**config.mk**
```make
export PLATFORM = sky130hd
export DESIGN_NAME = hid_serial_tx
export DESIGN_NICKNAME = d
export VERILOG_FILES = /design/src/rtl/hid_serial_tx.sv
export SDC_FILE = /design/constraint.sdc
export NUM_CORES = 1
export LEC_CHECK = 0
export ABC_AREA = 0
export ABC_CLOCK_PERIOD_IN_PS = 5590
export CORE_MARGIN = 5
export CORE_UTILIZATION = 45
export CTS_BUF_LIST = sky130_fd_sc_hd__clkbuf_2
export DETAILED_ROUTE_END_ITERATION = 8
export PLACE_DENSITY = 0.7
export SYNTH_ARGS = -nofsm -noshare
export SYNTH_HDL_FRONTEND = slang
export SYNTH_SLANG_ARGS = --single-unit
```
**constraint.sdc**
```tcl
create_clock -name sys_clk -period 5.59 [get_ports sys_clk]
set_input_delay 1.677 -clock sys_clk [delete_from_list [all_inputs] [get_ports sys_clk]]
set_output_delay 1.677 -clock sys_clk [all_outputs]
set_load 0.05 [all_outputs]
```
**src/rtl/hid_serial_tx.sv**
```systemverilog
// hid_serial_tx: FIFO-buffered serializer for the 3-wire HID cable.
// Shifts words MSB first on clk/dat, then pulses str to latch them.
module hid_serial_tx #(
  parameter int unsigned DATA_W     = 16,
  parameter int unsigned HALF_DIV   = 25,
  parameter int unsigned FIFO_DEPTH = 4,
  parameter int unsigned GAP        = 2,
  parameter bit          INVERT     = 1'b0
) (
  input  logic                          sys_clk,
  input  logic                          sys_rst_n,
  input  logic [DATA_W-1:0]             in_data,
  input  logic                          in_valid,
  output logic                          in_ready,
  output logic [$clog2(FIFO_DEPTH):0]   fifo_level,
  output logic                          busy,
  output logic                          hid_clk,
  output logic                          hid_dat,
  output logic                          hid_str
);

  localparam int unsigned AW      = $clog2(FIFO_DEPTH);
  localparam int unsigned LW      = AW + 1;
  localparam int unsigned GAP_CYC = GAP * HALF_DIV;
  localparam int unsigned CNT_MAX =
    (GAP_CYC > HALF_DIV) ? GAP_CYC : HALF_DIV;
  localparam int unsigned CW =
    (CNT_MAX > 1) ? $clog2(CNT_MAX) : 1;
  localparam int unsigned BW = $clog2(DATA_W + 1);

  localparam logic [CW-1:0] HALF_LD = CW'(HALF_DIV - 1);
  localparam logic [CW-1:0] GAP_LD  =
    CW'((GAP_CYC > 0) ? GAP_CYC - 1 : 0);

  typedef enum logic [2:0] {
    S_IDLE,
    S_BIT_LO,
    S_BIT_HI,
    S_STROBE,
    S_GAP
  } state_e;

  state_e              state_q;
  logic [CW-1:0]       cnt_q;
  logic [BW-1:0]       bitcnt_q;
  logic [DATA_W-1:0]   shreg_q;
  logic                clk_q, dat_q, str_q;

  logic [DATA_W-1:0]   mem_q [FIFO_DEPTH];
  logic [AW-1:0]       wr_q, rd_q;
  logic [LW-1:0]       lvl_q;
  logic                push, pop;

  assign in_ready   = (lvl_q != LW'(FIFO_DEPTH));
  assign push       = in_valid && in_ready;
  assign pop        = (state_q == S_IDLE) && (lvl_q != '0);
  assign fifo_level = lvl_q;
  assign busy       = (state_q != S_IDLE) || (lvl_q != '0);
  assign hid_clk    = clk_q;
  assign hid_dat    = dat_q;
  assign hid_str    = str_q;

  always_ff @(posedge sys_clk) begin
    if (push) mem_q[wr_q] <= in_data;
  end

  always_ff @(posedge sys_clk or negedge sys_rst_n) begin
    if (!sys_rst_n) begin
      wr_q  <= '0;
      rd_q  <= '0;
      lvl_q <= '0;
    end else begin
      if (push) wr_q <= wr_q + 1'b1;
      if (pop)  rd_q <= rd_q + 1'b1;
      if (push && !pop)      lvl_q <= lvl_q + 1'b1;
      else if (pop && !push) lvl_q <= lvl_q - 1'b1;
    end
  end

  // Lines are a registered image of the current state, one cycle behind it.
  always_ff @(posedge sys_clk or negedge sys_rst_n) begin
    if (!sys_rst_n) begin
      state_q  <= S_IDLE;
      cnt_q    <= '0;
      bitcnt_q <= '0;
      shreg_q  <= '0;
      clk_q    <= INVERT;
      dat_q    <= INVERT;
      str_q    <= INVERT;
    end else begin
      clk_q <= (state_q == S_BIT_HI) ^ INVERT;
      dat_q <= (((state_q == S_BIT_LO) || (state_q == S_BIT_HI))
                && shreg_q[DATA_W-1]) ^ INVERT;
      str_q <= (state_q == S_STROBE) ^ INVERT;
      unique case (state_q)
        S_IDLE: begin
          if (pop) begin
            shreg_q  <= mem_q[rd_q];
            bitcnt_q <= BW'(DATA_W);
            cnt_q    <= HALF_LD;
            state_q  <= S_BIT_LO;
          end
        end
        S_BIT_LO: begin
          if (cnt_q == '0) begin
            cnt_q   <= HALF_LD;
            state_q <= S_BIT_HI;
          end else begin
            cnt_q <= cnt_q - 1'b1;
          end
        end
        S_BIT_HI: begin
          if (cnt_q == '0) begin
            shreg_q  <= {shreg_q[DATA_W-2:0], 1'b0};
            bitcnt_q <= bitcnt_q - 1'b1;
            cnt_q    <= HALF_LD;
            state_q  <= (bitcnt_q == BW'(1)) ? S_STROBE : S_BIT_LO;
          end else begin
            cnt_q <= cnt_q - 1'b1;
          end
        end
        S_STROBE: begin
          if (cnt_q == '0) begin
            if (GAP == 0) begin
              state_q <= S_IDLE;
            end else begin
              cnt_q   <= GAP_LD;
              state_q <= S_GAP;
            end
          end else begin
            cnt_q <= cnt_q - 1'b1;
          end
        end
        S_GAP: begin
          if (cnt_q == '0) state_q <= S_IDLE;
          else             cnt_q   <= cnt_q - 1'b1;
        end
        default: state_q <= S_IDLE;
      endcase
    end
  end

endmodule

```
* Word level (Yosys, flattened, before mapping)
Memory sizes are Yosys's and may differ from the RTL's. Cells that the tools add are included.
Cells by class: reduce and logical (&&, ||, !) cells 20, eq/ne operators 12, muxes and demuxes 22, add/sub/neg operators 6
Operators with widths (number):
- $mux 16 | 2
- $pmux 16 s2 | 1
- $mux 6 | 4
- $pmux 6 s4 | 1
- $mux 3 | 7
- $pmux 3 s5 | 1
- $mux 5 | 2
- $pmux 5 s2 | 1
- $eq 3x2->1 const B | 2
- $logic_not 6->1 | 1
- $ne 2x1->1 const B | 3
- $ne 2x2->1 const B | 3
- $reduce_and 3->1 | 2
- $reduce_bool 3->1 | 2
- $sub 6x1->6 const B | 1
- $eq 5x1->1 const B | 1
- $logic_and 1x1->1 | 5
- $reduce_and 5->1 | 1
- $sub 5x1->5 const B | 1
- $add 2x1->2 const B | 2
- $reduce_bool 2->1 | 2
- $reduce_bool 4->1 | 1
- $add 3x1->3 const B | 1
- $eq 3x1->1 const B | 1
- other kinds (9) | 12
Word-level totals: input bits 19, memories 1, logic and storage cells 71, register bits 40, output and inout bits 8, memory bits (writable) 64
Memories:
- mem_q | words 4, width 16, read ports 1, clocked after Yosys merged registers in 0, write ports 1, RTL line 49 | logic [DATA_W-1:0] mem_q [FIFO_DEPTH];

* Longest topological paths before layout
word-level depth 6, gate-level depth with buffers 10, depth with buffers taken out 9

* Worst setup path before layout
Ideal clock, no wire load.
path kind flip-flop to output port, start point register lvl_q[2] (netlist: fifo_level[2]), end point output busy, stages on the path, launching flop included 3, path slack 2.375 ns, data required time 3.913 ns, arrival time 1.538 ns, buffers on the path 0, cells stage by stage dfrtp_1 nor4_1 nand2_1
Between the ends: word-level cells in the longest chain between the ends 2
Ends and longest elaborated chain:
- start: declaration | RTL line 51 | logic [LW-1:0] lvl_q;
- start signal: assignment | RTL line 75 | if (push && !pop) lvl_q <= lvl_q + 1'b1;
- start signal: assignment | RTL line 76 | else if (pop && !push) lvl_q <= lvl_q - 1'b1;
- $reduce_bool 3->1 | RTL line 58 | assign busy = (state_q != S_IDLE) || (lvl_q != '0);
- $logic_or 1x1->1 | RTL line 58
- end: declaration | RTL line 16 | output logic busy,
No other way between the ends.

* Worst setup path after layout
start point register state_q[2], end point output busy
Between the ends: word-level cells in the longest chain between the ends 2
Ends and longest elaborated chain:
- start: declaration | RTL line 43 | state_e state_q;
- start signal: assignment | RTL line 117 | state_q <= (bitcnt_q == BW'(1)) ? S_STROBE : S_BIT_LO;
- $reduce_bool 3->1 | RTL line 58
- $logic_or 1x1->1 | RTL line 58
No other way between the ends.

==> impl_metrics.tcl <==
set metrics [dict create \
    cts_setup_buffers 0 \
    clkSlewWorstSetupHoldPaths_ns 0.27 \
    layout-drive-gt1-share 0.130 \
    routed_via_density 5.45 \
    synth_seq_cells 104 \
    fin_skew_ns 0.0271 \
    wl_per_cell_um 16.5 \
    clkLatencyLatePin_ns 0.56 \
    finalInstanceArea_um2 5060 \
    hold_path.class "flip-flop to flip-flop" \
    clock_path_buffers 2 \
    syn_inst 324 \
    fp-row-count 37 \
    overflow 0 \
    ys.flop_type "edfxtp_1" \
    die_w_um 111 \
    n_antenna_cell 0 \
    initial_utilization 0.454 \
    pre_cts_ws_ns 1.77 \
    syn-num-nets 352 \
    grt.busiest_layer "met2" \
    synth.most_common_cell "edfxtp_1" \
    path_class "flip-flop to primary output" \
    holdBufCountCts 0 \
    netlist_top_cells_area "edfxtp_1 (42%), dfrtp_1 (22%), mux4_2 (7.8%)" \
    cp_data_required_time_ns 3.91 \
    die-area_um2 12300 \
    p_total_uw 1620 \
    ys_seq_area_frac 0.635 \
    ys_warn_count 0 \
    antenna_found_initial 0 \
    io_pins 27 \
    final_util 0.500 \
    ctsResizeCount 0 \
    avgSynthCellArea_um2 14.2 \
    crit_fanout 18 \
    synth_top_area_share 0.418 \
    clock_sinks 104 \
    port_buffers 26 \
    synth_edf_count 64 \
    tightestPinTransition_ns 1.10 \
    status "finished, final reports clean" \
    slew_headroom 0.266 \
    p_per_area_nw_per_um2 320 \
    dr.pass1.iters 4 \
    first_iter_violations 154 \
    finalCritPeriodShare 0.803 \
    min_period_ns 4.49 \
    core_um2 10100 \
    endpoint_kind "primary output" \
    h-tree-depth 3 \
    async_flop_share 0.385 \
    tns_ns 0 \
    grt_pass1_vias 2690 \
    hpwlAfterDp_um 5220 \
    ant_nets 0 \
    globalplace.congestion 0.877 \
    placed_cell_area_um2 4950 \
    grt_use_total 0.137 \
    chipHeight_um 111 \
    nets 371 \
    grt_start_max_net_pins 41 \
    slew_viol_final 0 \
    max_freq_mhz 223 \
    vias 2634 \
    root_buffer "clkbuf_2" \
    p_leak_uw 0.00184 \
    cp-start-kind "flip-flop" \
    cts-buffers-inserted 9 \
    synth.distinct_cells 58 \
    cap_violations 0 \
    yosys.area.top_type "edfxtp_1" \
    syn_area_um2 4600 \
    rsz0062_at_grt "false" \
    grt_pass1_wl_um 13500 \
    arrival_ns 2.81 \
    area.growth.synth_to_final_pct 10.1 \
    finalHoldViolCount 0 \
    use_met3 0.0388 \
    met1_usage 0.176 \
    fin_ws_ns 1.10 \
    setup_viol 0 \
    gr-usage-met2 0.225 \
    finalWirelength_um 7950 \
    ys_top_cells_by_count "edfxtp_1 (64), dfrtp_1 (40), nand2_1 (31), mux2i_1 (16), mux4_2 (16)" \
    drc 0 \
    cts_tree "done" \
    ir_worst_vdd_mv 0.171 \
]
[critical path, cell delays in order (launching register included)]
cell and delay, ns:
dfrtp_1 0.63, nor4_1 0.72, nand2_1 0.16, clkdlybuf4s50_1 0.73
[registers in the layout (all words and copies together) (netlist names)]
register    cells
hid_dat         1
rd_q            2
shreg_q        16
wr_q            2
mem_q          64
cnt_q           6
hid_str         1
hid_clk         1
state_q         3
bitcnt_q        5
fifo_level      3
[path summary, 6_finish.rpt]
check                                        startpoint                      end  slack (ns)  cells after the start
worst max-delay path             state_q[2]$_DFFE_PN0P_                     busy        1.10                      3
worst min-delay path            shreg_q[15]$_DFFE_PN0P_  shreg_q[15]$_DFFE_PN0P_        0.52                      2
worst max register to register   state_q[2]$_DFFE_PN0P_  bitcnt_q[2]$_DFFE_PN0P_        2.82                      6
worst min register to register  shreg_q[15]$_DFFE_PN0P_  shreg_q[15]$_DFFE_PN0P_        0.52                      2
max in group asynchronous                     sys_rst_n   shreg_q[0]$_DFFE_PN0P_        3.79                      1
min in group asynchronous                     sys_rst_n     cnt_q[2]$_DFFE_PN0P_        1.20                      1
[area by class of cell]
type,count,area (um^2)
fillers,869,5070
repair buffers,28,270
well taps,136,170
clock buffers,9,45.0
inverters,15,61.3
flip-flops and latches,104,2920
clock inverters,6,72.6
multi-input cells,185,1520
[cells by family after synthesis]
group | count (synthesis) | share of synthesized area
buf+inv | 35 | 0.0340
simple gates | 79 | 0.0895
xor+xnor | 8 | 0.0152
compound gates | 54 | 0.0797
fa+ha+maj | 10 | 0.0285
mux | 34 | 0.118
flops | 104 | 0.635
[layer usage]
layer	wire length (um)	up-vias	part of all wire
met1	3550	1327	0.45
li1	-	1251	-
met5	0	-	0
met2	3980	45	0.50
met3	309	11	0.039
met4	115	0	0.014
[cells in the final DEF (no fill, tap or decap), types with 3 or more instances in the layout]
cell type	count
a21oi_1	7
and3_1	5
clkbuf_2	9
clkdlybuf4s50_1	25
dfrtp_1	40
edfxtp_1	64
ha_1	8
inv_1	14
inv_6	3
mux2i_1	16
mux4_2	16
nand2_1	31
nand3_1	3
nand4_1	3
nor2_1	11
nor3_1	6
o211ai_1	6
o21ai_0	6
o21ai_1	15
or3_1	3
xnor2_1	4
xor2_1	4
[report_power, final]
| part | switching [uW] | internal (uW) |
|---|---|---|
| combinational | 177 | 106 |
| sequential | 43.6 | 941 |
| clock | 246 | 109 |
[through the flow]
stage | instances | hold WS, ns
floorplan | 324 | 0.448
global placement | 468 | 0.464
detailed placement | 468 | 0.479
CTS | 483 | 0.528
global route | 483 | 0.559
finish | 483 | 0.523
Power figures use the tool's default switching activity.
